## src/rtl/cache_line_arbiter_pkg.sv

```systemverilog
// Shared types and constants for the two-port cache-line arbiter.
package cache_line_arbiter_pkg;

  localparam int NUM_REQ     = 2;
  localparam int LINE_BITS   = 256;
  localparam int OFFSET_BITS = 5;
  localparam int ADDR_BITS   = 32;

  typedef enum logic {
    ARB_IDLE = 1'b0,
    ARB_BUSY = 1'b1
  } arb_state_t;

  function automatic logic [ADDR_BITS-1:0] line_align(input logic [ADDR_BITS-1:0] addr);
    return {addr[ADDR_BITS-1:OFFSET_BITS], {OFFSET_BITS{1'b0}}};
  endfunction

endpackage

```

## src/rtl/cache_line_arbiter_if.sv

```systemverilog
// Requester-side and memory-side line buses of the arbiter; master is the
// environment (caches + memory), slave is the arbiter itself.
interface cache_line_arbiter_if;
  import cache_line_arbiter_pkg::*;

  logic [NUM_REQ-1:0][ADDR_BITS-1:0] req_addr;
  logic [NUM_REQ-1:0]                req_read;
  logic [NUM_REQ-1:0]                req_write;
  logic [NUM_REQ-1:0][LINE_BITS-1:0] req_wdata;
  logic [LINE_BITS-1:0]              req_rdata;
  logic [NUM_REQ-1:0]                req_resp;

  logic [ADDR_BITS-1:0]              mem_addr;
  logic                              mem_read;
  logic                              mem_write;
  logic [LINE_BITS-1:0]              mem_wdata;
  logic [LINE_BITS-1:0]              mem_rdata;
  logic                              mem_resp;

  modport slave (
    input  req_addr, req_read, req_write, req_wdata, mem_rdata, mem_resp,
    output req_rdata, req_resp, mem_addr, mem_read, mem_write, mem_wdata
  );

  modport master (
    output req_addr, req_read, req_write, req_wdata, mem_rdata, mem_resp,
    input  req_rdata, req_resp, mem_addr, mem_read, mem_write, mem_wdata
  );

endinterface

```

## src/rtl/cache_line_arbiter_rr_pick2.sv

```systemverilog
// Combinational two-way round-robin picker: a lone active port wins,
// on a tie the port that did not win last time is picked.
module rr_pick2 (
  input  logic [1:0] active_i,
  input  logic       last_i,
  output logic       valid_o,
  output logic       pick_o
);

  assign valid_o = |active_i;
  assign pick_o  = (&active_i) ? ~last_i : active_i[1];

endmodule

```

## src/rtl/cache_line_arbiter.sv

```systemverilog
// Grants one whole-line memory transaction at a time to the I-cache (port 0)
// or D-cache (port 1); command is registered, response is routed back combinationally.
module cache_line_arbiter
  import cache_line_arbiter_pkg::*;
(
  input  logic                 clk,
  input  logic                 rst_n,
  cache_line_arbiter_if.slave  bus
);

  arb_state_t           state_q, state_d;
  logic                 grant_q, grant_d;
  logic                 last_q, last_d;
  logic                 mem_read_q, mem_read_d;
  logic                 mem_write_q, mem_write_d;
  logic [ADDR_BITS-1:0] mem_addr_q, mem_addr_d;
  logic [LINE_BITS-1:0] mem_wdata_q, mem_wdata_d;

  logic [NUM_REQ-1:0]   active;
  logic [NUM_REQ-1:0]   resp;
  logic                 pick_vld;
  logic                 pick;

  assign active = bus.req_read | bus.req_write;

  rr_pick2 u_pick (
    .active_i (active),
    .last_i   (last_q),
    .valid_o  (pick_vld),
    .pick_o   (pick)
  );

  always_comb begin
    state_d     = state_q;
    grant_d     = grant_q;
    last_d      = last_q;
    mem_read_d  = mem_read_q;
    mem_write_d = mem_write_q;
    mem_addr_d  = mem_addr_q;
    mem_wdata_d = mem_wdata_q;
    resp        = '0;

    case (state_q)
      ARB_IDLE: begin
        if (pick_vld) begin
          grant_d     = pick;
          last_d      = pick;
          mem_addr_d  = line_align(bus.req_addr[pick]);
          mem_wdata_d = bus.req_wdata[pick];
          // Write takes priority when a requester illegally raises both.
          mem_write_d = bus.req_write[pick];
          mem_read_d  = ~bus.req_write[pick];
          state_d     = ARB_BUSY;
        end
      end
      ARB_BUSY: begin
        if (bus.mem_resp) begin
          resp[grant_q] = 1'b1;
          mem_read_d    = 1'b0;
          mem_write_d   = 1'b0;
          state_d       = ARB_IDLE;
        end
      end
      default: state_d = ARB_IDLE;
    endcase
  end

  always_ff @(posedge clk or negedge rst_n) begin
    if (!rst_n) begin
      state_q     <= ARB_IDLE;
      grant_q     <= 1'b0;
      last_q      <= 1'b1;
      mem_read_q  <= 1'b0;
      mem_write_q <= 1'b0;
      mem_addr_q  <= '0;
      mem_wdata_q <= '0;
    end else begin
      state_q     <= state_d;
      grant_q     <= grant_d;
      last_q      <= last_d;
      mem_read_q  <= mem_read_d;
      mem_write_q <= mem_write_d;
      mem_addr_q  <= mem_addr_d;
      mem_wdata_q <= mem_wdata_d;
    end
  end

  assign bus.req_resp  = resp;
  assign bus.req_rdata = bus.mem_rdata;
  assign bus.mem_addr  = mem_addr_q;
  assign bus.mem_read  = mem_read_q;
  assign bus.mem_write = mem_write_q;
  assign bus.mem_wdata = mem_wdata_q;

endmodule

```

## src/flat_wrapper.sv

```systemverilog
// flat-port wrapper written by rule: the top's interface ports become plain ports
module cache_line_arbiter_flat import cache_line_arbiter_pkg::*;
  (clk, rst_n, bus_req_addr, bus_req_read, bus_req_write, bus_req_wdata, bus_mem_rdata, bus_mem_resp, bus_req_rdata, bus_req_resp, bus_mem_addr, bus_mem_read, bus_mem_write, bus_mem_wdata);
  cache_line_arbiter_if bus_i ();
  input  logic clk;
  input  logic rst_n;
  input wire logic [$bits(bus_i.req_addr)-1:0] bus_req_addr;
  input wire logic [$bits(bus_i.req_read)-1:0] bus_req_read;
  input wire logic [$bits(bus_i.req_write)-1:0] bus_req_write;
  input wire logic [$bits(bus_i.req_wdata)-1:0] bus_req_wdata;
  input wire logic [$bits(bus_i.mem_rdata)-1:0] bus_mem_rdata;
  input wire logic [$bits(bus_i.mem_resp)-1:0] bus_mem_resp;
  output wire logic [$bits(bus_i.req_rdata)-1:0] bus_req_rdata;
  output wire logic [$bits(bus_i.req_resp)-1:0] bus_req_resp;
  output wire logic [$bits(bus_i.mem_addr)-1:0] bus_mem_addr;
  output wire logic [$bits(bus_i.mem_read)-1:0] bus_mem_read;
  output wire logic [$bits(bus_i.mem_write)-1:0] bus_mem_write;
  output wire logic [$bits(bus_i.mem_wdata)-1:0] bus_mem_wdata;
  assign bus_i.req_addr = bus_req_addr;
  assign bus_i.req_read = bus_req_read;
  assign bus_i.req_write = bus_req_write;
  assign bus_i.req_wdata = bus_req_wdata;
  assign bus_i.mem_rdata = bus_mem_rdata;
  assign bus_i.mem_resp = bus_mem_resp;
  assign bus_req_rdata = bus_i.req_rdata;
  assign bus_req_resp = bus_i.req_resp;
  assign bus_mem_addr = bus_i.mem_addr;
  assign bus_mem_read = bus_i.mem_read;
  assign bus_mem_write = bus_i.mem_write;
  assign bus_mem_wdata = bus_i.mem_wdata;
  cache_line_arbiter u_core (.clk(clk), .rst_n(rst_n), .bus(bus_i));
endmodule
```

## config.mk

```make
export PLATFORM = sky130hd
export DESIGN_NAME = cache_line_arbiter_flat
export DESIGN_NICKNAME = d
export VERILOG_FILES = /design/src/rtl/cache_line_arbiter_pkg.sv /design/src/rtl/cache_line_arbiter_if.sv /design/src/rtl/cache_line_arbiter_rr_pick2.sv /design/src/rtl/cache_line_arbiter.sv /design/src/flat_wrapper.sv
export SDC_FILE = /design/constraint.sdc
export NUM_CORES = 1
export LEC_CHECK = 0
export BUFFER_PORTS_ARGS = -buffer_cell sky130_fd_sc_hd__buf_2
export CAP_MARGIN = 20
export CORE_AREA = 8 8 540 542
export CTS_CLUSTER_SIZE = 30
export DETAILED_ROUTE_END_ITERATION = 7
export DIE_AREA = 0 0 548 550
export SLEW_MARGIN = 5
export SYNTH_ARGS = -nofsm -noshare
export SYNTH_HDL_FRONTEND = slang
export SYNTH_HIERARCHICAL = 1
export SYNTH_SLANG_ARGS = --single-unit
```

## constraint.sdc

```tcl
create_clock -name clk -period 3.5 [get_ports clk]
set_clock_uncertainty 0.15 [all_clocks]
set_input_delay 0.7 -clock clk [delete_from_list [all_inputs] [get_ports clk]]
set_output_delay 0.7 -clock clk [all_outputs]
set_load 0.02 [all_outputs]
```

Yosys cells after proc, flatten, opt, wreduce, memory -nomap -nowiden:

Cells that the tools add are included.
W data, S select, Z words.

* flip-flop bits (word level): 288
* latch bits: 0
* memory bits (writable): 0
* memory bits (read-only): 0
* input bits: 839
* output and inout bits: 548
* logic and storage cells: 40
* memories: 0

* $add $sub $neg: 0
* multiply operators: 0
* div/mod/pow operators: 0
* magnitude comparators: 3
* eq/ne operators: 2
* shift operators: 0
* mux-type cells: 19
* bitwise logic cells: 4
* reduce and logical (&&, ||, !) cells: 5

Operator list (number)
* $mux W256: 2
* $mux W32: 2
* $mux W1: 9
* $pmux W1 S2: 3
* $reduce_and A2 Y1: 3
* $lt A1 B2 Y1 const B: 2
* $mux W2: 2
* $not A1 Y1: 3
* $ne A2 B1 Y1 const B: 1
* $ne A2 B2 Y1 const B: 1
* $or A2 B2 Y2: 1
* $reduce_or A2 Y1: 1
* $demux W1 S1: 1
* $ge A1 B1 Y1 const B: 1
* $logic_and A1 B1 Y1: 1

Longest topological paths before layout:

Gate-level depths: netlist of run 1.

* depth after elaboration: 8
* gate-level depth with buffers: 7
* depth with buffers taken out: 4

Modules after synthesis:

Netlist of run 1, hierarchy kept.

By module, submodules not included
* cache_line_arbiter: times used 1, cells each 1195, area an instance 17584.4 µm², sequential area each 7208.2 µm²
* rr_pick2: times used 1, cells each 2, area an instance 13.8 µm², sequential area each 0.0 µm²

Worst setup path before layout of run 1:

Ideal clock, no wire load.

* path kind: input-to-reg
* start point: input port bus_req_write[0]
* end point: register u_core.mem_wdata_q[10], in the netlist u_core/bus.mem_wdata[10]
* library setup time: 0.125 ns
* arrival time: 2.131 ns
* required time: 3.225 ns
* slack: 1.095 ns
* stages: 7
* path buffers: 3
* cell sequence: or2_2 a21boi_1 buf_6 buf_8 buf_6 mux2_4 mux2_2

* longest elaborated chain between the ends: 5
* elaborated cells between the ends (all ways): 7
* those cells by class: mux: 3; bitwise: 1; reduce/logical: 3

RTL lines
* start, declared: line flat_wrapper.sv:9 `input wire logic [$bits(bus_i.req_write)-1:0] bus_req_write;`
* $or A2 B2 Y2: line cache_line_arbiter.sv:24 `assign active = bus.req_read | bus.req_write;`
* $reduce_and A2 Y1: line cache_line_arbiter_rr_pick2.sv:11 `assign pick_o = (&active_i) ? ~last_i : active_i[1];`
* $mux W1: line cache_line_arbiter_rr_pick2.sv:11
* via u_core.pick: line cache_line_arbiter.sv:22 `logic pick;`
* $mux W256 (not written as such) (2 in a row): line cache_line_arbiter.sv:49 `mem_wdata_d = bus.req_wdata[pick];`
* end signal, assigned: line cache_line_arbiter.sv:84 `mem_wdata_q <= mem_wdata_d;`
* end, declared: line cache_line_arbiter.sv:17 `logic [LINE_BITS-1:0] mem_wdata_q, mem_wdata_d;`

The timed path passes the listed nets, and every way through them passes these cells. The select of a mux whose other input is x is not followed.
A chain may end at the register's enable or synchronous reset.

Final worst setup path of run 1:

* start point: register u_core.state_q
* end point: output port bus_req_resp[1]

* longest elaborated chain between the ends: 1

RTL lines
* start, declared: line cache_line_arbiter.sv:11 `arb_state_t state_q, state_d;`
* start signal, assigned: line cache_line_arbiter.sv:78 `state_q <= state_d;`
* $mux W2: line cache_line_arbiter.sv:43 `case (state_q)`
* end, declared: line flat_wrapper.sv:14 `output wire logic [$bits(bus_i.req_resp)-1:0] bus_req_resp;`

Every way passes these cells.

==> impl_results.md, run 1 <==
* Gr usage total at 0.0933
* Final worst slack at about 1100 ps
* Worst r2r src: u_core/last_q
* Setup TNS at 0 ps
* Total CTS buffers at 38
* Drt wl/cell at roughly 26 um
* Most common cell after layout, fill and taps aside: buf_2
* Die height at 550 um
* Clock sink count at approximately 290
* I/O pins at about 1.4k
* Critical Path RT at about 2700 ps
* Worst vdd ir at 0.422 mV
* Post-synth top area share at 0.408
* Design Area, Final at ~26,000 sq um
* CTS tree: built
* Largest net degree at the start of global routing at between 50 and 60
* Bufs on Longest Clock Path at 3
* Final instance count without filler cells at about 5.7k
* LEAKAGE at 11.5 nW
* Synth warn at 6
* Synth top area cells: dfrtp_1 (41%), mux2_4 (31%), mux2_2 (12%), buf_4 (12%), buf_6 (2.1%)
* Worst Hold Launch: bus_mem_resp
* Endpoints failing setup at 0
* R2r setup slk at around 1200 ps
* Status: finished clean
* FF-to-FF path depth at 4
* Area leader, netlist: dfrtp_1
* Cell area after synthesis at between 15,000 and 20,000 sq um
* Final hold vios at 0
* Worst path arrival time at roughly 1600 ps
* Peak Freq at 408 MHz
* Syn Area/Cell at 14.7 sq um
* Hold Path End: u_core/state_q
* Number of register bits inferred by synthesis at 288
* Unique masters post-synth at 23
* Residual DRC at 0
* Die width at between 500 and 600 um
* CTS resizes at 0
* Post-Route WL at 147,000 um
* Via/cell ratio at 2.27
* Routed Antenna Nets at 0
* Cell count after synthesis at 1,197
* I/O Buffers at roughly 860
* Clock root cell: clkbuf_16
* Vias at 12.9k
* GPL Wtd Cong at around 0.88
* Area delta synth->final at 48.6%
* CP Launch Type: flip-flop
* Fin crit period at around 2400 ps
* Antenna violations before repair at about 160
* Commonest non-fill, non-tap cells in the layout: buf_2 (858), mux2_4 (359), dfrtp_1 (287), mux2_2 (187), clkbuf_16 (38)
* Drt initial violations at 625
* Clock slew at reported path FFs at approximately 50 ps
* Hold WS at roughly 180 ps
* Fraction of layout cells with a size suffix above 1 at 0.818
* RSZ-0062 raised after global routing: false
* Total core area at around 280,000 sq um
* Gr ovfl total at 0
* Crit end category: output pin
* Fin crit share at 0.700
* Crit Path Max Fanout at 6
* Dpl cell area at roughly 25,000 sq um
* Post-DP HPWL at around 130,000 um
* PD cells at a little over 900 nW/um^2
* Worst hold path class: input port to flip-flop
* DP Cell Count at around 5.5k
* Critical path class: flip-flop to output pin
* Vias in the first global route at roughly 14k
* Full die area at roughly 300,000 sq um
* Final-layout fill cell count at approximately 33k
* Row cnt at 196
* Max_slew headroom at 0.463
* DP Worst Slack at slightly below 400 ps
* Final nets at 2,667
* Max Slew Vio Count at 0
* First-pass GRT wire length at 177,000 um
* Initial Util at 0.0621
* R2r endpoint: u_core/bus.mem_wdata[247]
* CTS HTree Levels at 2
* Post-synthesis sequential area ratio at 0.410
* Measured slew at the worst slew-check pin at ~810 ps
* DRT Pass-1 Iters at 4
* Skew-Pair Late Insertion Delay at roughly 640 ps
* Worst Hold Depth at 2
* Max Cap Violations at 0
## timing repair
action	CTS	global route
endpoints found under the hold margin	34	0
buffers inserted	0	0
hold buffers	1	0
## worst max path at each step
stage	start	end	slack, ps	depth (start not counted)
after detailed placement	bus_req_write[0]	u_core/bus.mem_wdata[246]	390	6
after floorplan	bus_req_write[0]	u_core/bus.mem_wdata[10]	1090	7
after global placement	bus_req_write[0]	u_core/bus.mem_wdata[246]	410	6
final	u_core/state_q	bus_req_resp[1]	1050	2
after CTS	u_core/state_q	bus_req_resp[1]	910	2
after global routing	u_core/state_q	bus_req_resp[0]	880	3
## per-stage QoR
step	util	power [mW]
floorplan	-	14.3
global placement	0.0875	20.3
detailed placement	0.0875	20.5
CTS	0.0918	24.8
global route	0.0920	25.3
finish	0.0923	24.0
## registers in the layout, indices dropped and copies added (netlist names)
signal and count:
u_core/grant_q 1, u_core/bus.mem_write 1, u_core/bus.mem_addr 27, u_core/last_q 1, u_core/bus.mem_read 1, u_core/bus.mem_wdata 256, u_core/state_q 1
## critical path, stage by stage (launching register included)
cell and delay, ps:
dfrtp_1 460, and3_1 180, buf_2 300
## area by class of cell
class,instances,area [sq um],share of cell area
multi-input combinational,587,7880,0.301
tap,3762,4710,0.180
antenna,58,145,0.00555
sequential,288,7210,0.276
inverter,1,3.75,0.000144
timing repair buffer,912,5000,0.191
clock inverter,12,156,0.00598
clock buffer,54,1060,0.0406
## layer usage
layer / GRT usage / part of all wire / up-vias
li1: - / - / 5267
met1: 0.108 / 0.39 / 5967
met2: 0.129 / 0.38 / 1128
met3: 0.0664 / 0.17 / 438
met4: 0.0441 / 0.060 / 68
met5: 0 / 0.0030 / -
## report_power, final
group          switching (mW)  leakage [nW]  internal (mW)
Sequential               1.02          3.36           5.07
Combinational            8.25          7.53           5.66
Clock                    1.72         0.586           2.27
Total                    11.0          11.5           13.0
## logic make-up (layout without fill, tap and decap cells)
family,after synthesis,after routing,synth area share
muxes,570,570,0.441
buffers and inverters,326,979,0.145
DFF,288,288,0.410
and+or+nand+nor,8,8,0.00256
AOI/OAI and AO/OA,4,4,0.00171
other,1,63,0.000213
## Yosys cell counts (all sizes together)
cell type and instances:
nand2 1, dfstp 1, conb 1, or2 3
a21boi 1, nor2b 1, buf 325, and3 1
o21ai 1, mux2 568, mux2i 2, inv 1
dfrtp 287, nand2b 1, a22o 1, nor2 1
o2bb2ai 1
(Power assumes the default switching activity.)
==> run 2: changes to the inputs <==
--- a/config.mk
+++ b/config.mk
@@ -7,10 +7,10 @@
 export LEC_CHECK = 0
 export BUFFER_PORTS_ARGS = -buffer_cell sky130_fd_sc_hd__buf_2
 export CAP_MARGIN = 20
-export CORE_AREA = 8 8 540 542
+export CORE_AREA = 8 8 539 541
 export CTS_CLUSTER_SIZE = 30
 export DETAILED_ROUTE_END_ITERATION = 7
-export DIE_AREA = 0 0 548 550
+export DIE_AREA = 0 0 547 549
 export SLEW_MARGIN = 5
 export SYNTH_ARGS = -nofsm -noshare
 export SYNTH_HDL_FRONTEND = slang
==> constraint.sdc (replaced) <==
create_clock -name clk -period 2.05 [get_ports clk]
set_clock_uncertainty 0.15 [all_clocks]
set_input_delay 0.41 -clock clk [delete_from_list [all_inputs] [get_ports clk]]
set_output_delay 0.41 -clock clk [all_outputs]
set_load 0.02 [all_outputs]
==> impl_results.md, run 2 (synthesized netlist as in run 1, its figures left out) <==
* Combinational power share at 0.602 (+0.022)
* Buf/Inv on CP at 5 (+4)
* Final nets at 3,319 (+24%)
* Initial Util at 0.0626 (+0.000427)
* Seq pwr share at 0.212 (-0.042)
* P_sw at 22.2 mW (+100%)
* Total CTS buffers at 49 (+29%)
* Failing checks: setup timing
* Worst vdd ir at 0.751 mV (+78%)
* Final worst slack at -16.3 ps (-1070 ps)
* CTS HTree Levels at 2 (unchanged)
* Fin crit share at 1.01
* I/O pins at 1,387 (unchanged)
* Crit Path Max Fanout at 10 (+4)
* First-pass GRT wire length at 200,000 um (+13%)
* Worst r2r src: u_core/state_q
* Clock sink count at 288 (unchanged)
* Worst hold path class: input port to asynchronous set/reset pin
* Critical path class: flip-flop to flip-flop
* PD cells at 1450 nW/um^2 (+58%)
* Final hold vios at 0 (unchanged)
* LEAKAGE at 15.2 nW (+32%)
* Worst path top cell family by delay: buffers and inverters
* Peak Freq at ~480 MHz
* Clk pwr share at 0.186 (+0.020)
* Final Util at 0.121 (+0.0288)
* Drt initial violations at 751 (+20%)
* CP Launch Type: flip-flop
* Row cnt at 195 (-0.51%)
* Fin crit period at slightly above 2000 ps
* Gr ovfl total at 0 (unchanged)
* DP Cell Count at 5,565 (+0.29%)
* Endpoints failing setup at 26 (+26)
* GPL Wtd Cong at 0.793 (-10%)
* Final instance count without filler cells at 6,313 (+11%)
* Skew-Pair Late Insertion Delay at 670 ps (+30 ps)
* CP Cell Sequence: buf_6 -> buf_6 -> nor2b_4 -> buf_12 -> buf_16 -> clkbuf_16 -> mux2_4
* Sw Share at 0.447 (-0.0105)
* Via/cell ratio at 2.39 (+5.4%)
* Clock root cell: clkbuf_16
* Crit end category: flip-flop
* Max Slew Vio Count at 0 (unchanged)
* Residual DRC at 0 (unchanged)
* I/O Buffers at 859 (unchanged)
* Max Cap Violations at 0 (unchanged)
* Drt wl/cell at 25.6 um (-1.1%)
* Bufs on Longest Clock Path at 3 (unchanged)
* Die height at 549 um (-0.18%)
* Post-DP HPWL at 137,000 um (+2.2%)
* Slowest stage delay, CP at 420 ps (-40 ps)
* Worst path arrival time at 2450 ps (+850 ps)
* Fraction of layout cells with a size suffix above 1 at 0.647 (-0.172)
* Vias at 15.1k (+17%)
* Antenna violations before repair at 121 (-26%)
* Largest net degree at the start of global routing at 43 (-27%)
* Post-Route WL at 162,000 um (+10%)
* Full die area at 300,000 sq um (-0.36%)
* Vias in the first global route at 16.8k (+19%)
* Largest register FFs at 256 (unchanged)
* CTS tree: built
* Commonest non-fill, non-tap cells in the layout: buf_2 (790), dlygate4sd3_1 (570), mux2_4 (461), dfrtp_1 (286), buf_4 (113)
* Worst Setup SP: u_core/state_q
* Status: finished with violations
* Total core area at 281,000 sq um (-0.68%)
* Internal power at 27.4 mW (+110%)
* Clock slew at reported path FFs at 60 ps (about the same)
* Die width at 547 um (-0.18%)
* Most common cell after layout, fill and taps aside: buf_2
* Slowest CP cell: dfrtp_2
* Routed Antenna Nets at 0 (unchanged)
* Gr usage total at 0.102 (+0.00886)
* RSZ-0062 raised after global routing: true
* DRT Pass-1 Iters at 4 (unchanged)
* Most frequent CP cell: buf_6
* Area delta synth->final at 93.7%
* Critical Path RT at 2430 ps (-220 ps)
==> run 2: changes by cell type in the layout (fill, tap and decap cells not counted), moves of 23 or more <==
cell and change:
mux2_2 -94, dlygate4sd3_1 +569, buf_4 +84, clkbuf_16 +23, buf_2 -68, mux2_4 +102
==> run 2: path summary, 6_finish.rpt <==
check	to	slack, ps	cells after the start
worst max-delay path	u_core/bus.mem_wdata[144]	-20	7
worst min-delay path	u_core/bus.mem_wdata[64]	50	2
worst max register to register	u_core/bus.mem_wdata[144]	-20	7
worst min register to register	u_core/bus.mem_wdata[254]	330	1
max in group asynchronous	u_core/bus.mem_wdata[122]	1010	4
min in group clk	u_core/bus.mem_write	200	5
==> run 2: repair_timing <==
item	CTS	global route
setup endpoints to repair	178	198
pin swaps	0	0
gates cloned	3	16
buffers inserted	8	10
hold buffers	571	0
hold endpoints to repair	573	0
gates resized for setup	92	60
==> run 2: final cells by class <==
| class | instances | area, sq um |
|---|---|---|
| Clock inverter | 27 | 354 |
| Multi-Input combinational cell | 587 | 8270 |
| Clock buffer | 62 | 1350 |
| Antenna cell | 52 | 130 |
| Fill cell | 31700 | 247000 |
| Sequential cell | 288 | 7210 |
| Inverter | 1 | 3.75 |
| Tap cell | 3743 | 4680 |
| Timing Repair Buffer | 1553 | 12100 |
==> run 2: routing by layer <==
metal  global-route usage  part of all wire  wire length [um]  vias to the layer above
met5             0.000320            0.0028               450                        -
met1                0.135              0.46             74000                     7032
met3               0.0469              0.10             16300                      342
met4               0.0331             0.037              5960                       72
met2                0.146              0.40             65000                     1048
li1                     -                 -                 -                     6602
==> run 2: per-stage QoR <==
step	setup slack, ps	power (mW)	cell area, sq um	hold slack (ps)	setup TNS (ps)
finish	-16.3	49.5	34100	47.5	-175
global route	-60.9	52.3	34000	71.1	-4230
CTS	-78.5	49.9	33300	49.6	-1660
detailed placement	-482	37.9	25500	181	-105940
floorplan	-8.41	25.4	18100	-35.6	-1180
global placement	-432	37.5	25500	179	-95840
==> run 2: worst reg2reg max path, delay by kind of cell (launching register included) <==
family / cells / cell delay, ps
buf+inv: 5 / 920
flops: 1 / 420
mux: 1 / 300
simple gates: 1 / 120
==> run 2: power by group through the flow <==
| stage | logic (mW) | registers [mW] | clock network (mW) |
|---|---|---|---|
| 3_5_place_dp | 27.4 | 10.5 | 0 |
| 4_1_cts | 29.6 | 10.5 | 9.88 |
| 5_1_grt | 31.4 | 10.9 | 9.95 |
| 3_3_place_gp | 27.2 | 10.3 | 0 |
| 6_report | 29.8 | 10.5 | 9.21 |
| 2_1_floorplan | 11.6 | 13.8 | 0 |
==> run 3: changes to the inputs <==
--- a/config.mk
+++ b/config.mk
@@ -7,10 +7,10 @@
 export LEC_CHECK = 0
 export BUFFER_PORTS_ARGS = -buffer_cell sky130_fd_sc_hd__buf_2
 export CAP_MARGIN = 20
-export CORE_AREA = 8 8 539 541
+export CORE_AREA = 2 2 533 535
 export CTS_CLUSTER_SIZE = 30
 export DETAILED_ROUTE_END_ITERATION = 7
-export DIE_AREA = 0 0 547 549
+export DIE_AREA = 0 0 535 537
 export SLEW_MARGIN = 5
 export SYNTH_ARGS = -nofsm -noshare
 export SYNTH_HDL_FRONTEND = slang
==> impl_results.md, run 3 (synthesized netlist as in run 1, its figures left out) <==
* Clock root cell: clkbuf_16
* Residual DRC at 0 (unchanged)
* Largest net degree at the start of global routing at 38 (-12%)
* Die width at 535 um (-2.2%)
* Worst r2r src: u_core/last_q
* Skew-Pair Late Insertion Delay at 670 ps (about the same)
* Met1 wire length at 67,500 um (-8.8%)
* First-pass GRT wire length at 180,000 um (-9.9%)
* Final-layout fill cell count at 31.7k (-0.23%)
* CP Launch Type: flip-flop
* RSZ-0062 raised after global routing: true
* Seq pwr share at 0.230 (+0.018)
* Area delta synth->final at 86.4%
* Max_slew headroom at 0.587
* Met2 WL at 56,200 um (-14%)
* Peak Freq at 475 MHz (-1.9%)
* Worst path arrival time at 2490 ps (+40 ps)
* Critical Path RT at 2440 ps (about the same)
* Full die area at 287,000 sq um (-4.3%)
* P_sw at 20.9 mW (-5.6%)
* Measured slew at the worst slew-check pin at 608 ps
* Critical path class: flip-flop to flip-flop
* Worst Hold Launch: bus_req_wdata[460]
* Worst Hold Depth at 3
* Crit Path Max Fanout at 29 (+19)
* Post-DP HPWL at 125,000 um (-8.6%)
* Status: finished with violations
* LEAKAGE at 14.5 nW (-4.6%)
* Vias at 15.2k (+0.60%)
* Worst hold path class: input port to flip-flop
* Max Slew Vio Count at 0 (unchanged)
* Routed Antenna Nets at 0 (unchanged)
* Bufs on Longest Clock Path at 3 (unchanged)
* Fin crit period at 2110 ps (+40.0 ps)
* Fraction of layout cells with a size suffix above 1 at 0.639 (-0.00804)
* Internal power at 24.8 mW (-9.5%)
* Total Power at 45.7 mW (-7.8%)
* Fin crit share at 1.03 (+0.0195)
* DRT Pass-1 Iters at 4 (unchanged)
* Top Layer Used: met5
* Initial Util at 0.0626 (unchanged)
* PD cells at 1390 nW/um^2 (-4.2%)
* Post-Route WL at 149,000 um (-7.9%)
* Gr ovfl total at 0 (unchanged)
* Crit end category: flip-flop
* Gr usage total at 0.0985 (-0.00372)
* Vias in the first global route at 16.5k (-2.1%)
* Row cnt at 195 (unchanged)
* Worst vdd ir at 0.731 mV (-2.7%)
* Clk pwr share at 0.162 (-0.024)
* Largest register FFs at 256 (unchanged)
* Combinational power share at 0.609 (+0.007)
* Max Cap Violations at 0 (unchanged)
* Via/cell ratio at 2.42 (+1.2%)
* Antenna violations before repair at 114 (-5.8%)
* Total CTS buffers at 40 (-18%)
* Endpoints failing setup at 89 (+240%)
* I/O pins at 1,387 (unchanged)
* Drt wl/cell at 23.7 um (-7.4%)
* Commonest non-fill, non-tap cells in the layout: buf_2 (822), dlygate4sd3_1 (564), mux2_4 (429), dfrtp_1 (286), mux2_2 (117)
* Final hold vios at 0 (unchanged)
* Final worst slack at -56.2 ps (-40.0 ps)
* DP Worst Slack at -574 ps (-92.2 ps)
* Hold WS at 84.7 ps (+37.3 ps)
* Total core area at 281,000 sq um (unchanged)
* I/O Buffers at 859 (unchanged)
* Clock sink count at 288 (unchanged)
* Clock slew at reported path FFs at 50 ps (about the same)
* CTS tree: built
* Routed wl met3 at 16,400 um (+0.24%)
* GPL Wtd Cong at 0.825 (+4.0%)
* Most common cell after layout, fill and taps aside: buf_2
* CTS HTree Levels at 2 (unchanged)
* Final nets at 3,275 (-1.3%)
* Sw Share at 0.458 (+0.0104)
* Failing checks: setup timing
* Die height at 537 um (-2.2%)
* FF-to-FF path depth at 6 (-1)
* Drt initial violations at 424 (-44%)
* Worst Setup SP: u_core/last_q
[run 3: cell type report]
| class | count | area [sq um] | area share |
|---|---|---|---|
| inverter | 1 | 3.75 | 0.000114 |
| clock inverter | 15 | 196 | 0.00599 |
| tap | 3743 | 4680 | 0.143 |
| timing repair buffer | 1518 | 11300 | 0.343 |
| clock buffer | 53 | 1120 | 0.0341 |
| sequential | 288 | 7210 | 0.220 |
| multi-input combinational | 587 | 8160 | 0.249 |
| antenna | 69 | 173 | 0.00526 |
[run 3: per-layer routing]
| layer | up-vias | global-route usage |
|---|---|---|
| met5 | - | 0.00115 |
| met4 | 54 | 0.0514 |
| met3 | 369 | 0.0451 |
| met2 | 1030 | 0.131 |
| met1 | 7246 | 0.130 |
| li1 | 6487 | - |
[run 3: power by group through the flow]
stage / combinational, mW / clock (mW) / sequential, mW
floorplan: 11.6 / 0 / 13.8
global placement: 26.6 / 0 / 10.4
detailed placement: 26.8 / 0 / 10.5
CTS: 28.3 / 7.83 / 10.5
global route: 29.2 / 7.95 / 10.9
finish: 27.8 / 7.38 / 10.5
[run 3: critical path: stages, from the launching register on]
cell	delay, ps
dfstp_2	370
a21boi_4	170
buf_12	200
buf_16	240
buf_12	170
mux2_4	290
mux2_4	260
[run 3: path summary, 6_finish.rpt]
path / to / slack (ps)
max: u_core/bus.mem_wdata[11] / -60
min: u_core/bus.mem_wdata[204] / 80
max reg2reg: u_core/bus.mem_wdata[11] / -60
min reg2reg: u_core/bus.mem_addr[7] / 340
max in group asynchronous: u_core/bus.mem_wdata[23] / 870
min in group asynchronous: u_core/bus.mem_wdata[251] / 130
[run 3: per-stage QoR]
| stage | utilization | TNS [ps] | cells | cell area [sq um] |
|---|---|---|---|---|
| after floorplan | - | -1180 | 1201 | 18100 |
| after global routing | 0.116 | -14020 | 6250 | 32700 |
| final | 0.117 | -1950 | 6274 | 32800 |
| after global placement | 0.0901 | -121760 | 5565 | 25400 |
| after CTS | 0.115 | -10980 | 6200 | 32500 |
| after detailed placement | 0.0901 | -126970 | 5565 | 25400 |
[run 3: what timing repair did]
action,4_1_cts,5_1_grt
cloned,1,3
hold buffers,564,0
gates resized for setup,43,12
setup buffers,2,2
endpoints found under the hold margin,571,0
pin swaps,1,2
endpoints found under the setup margin,203,202
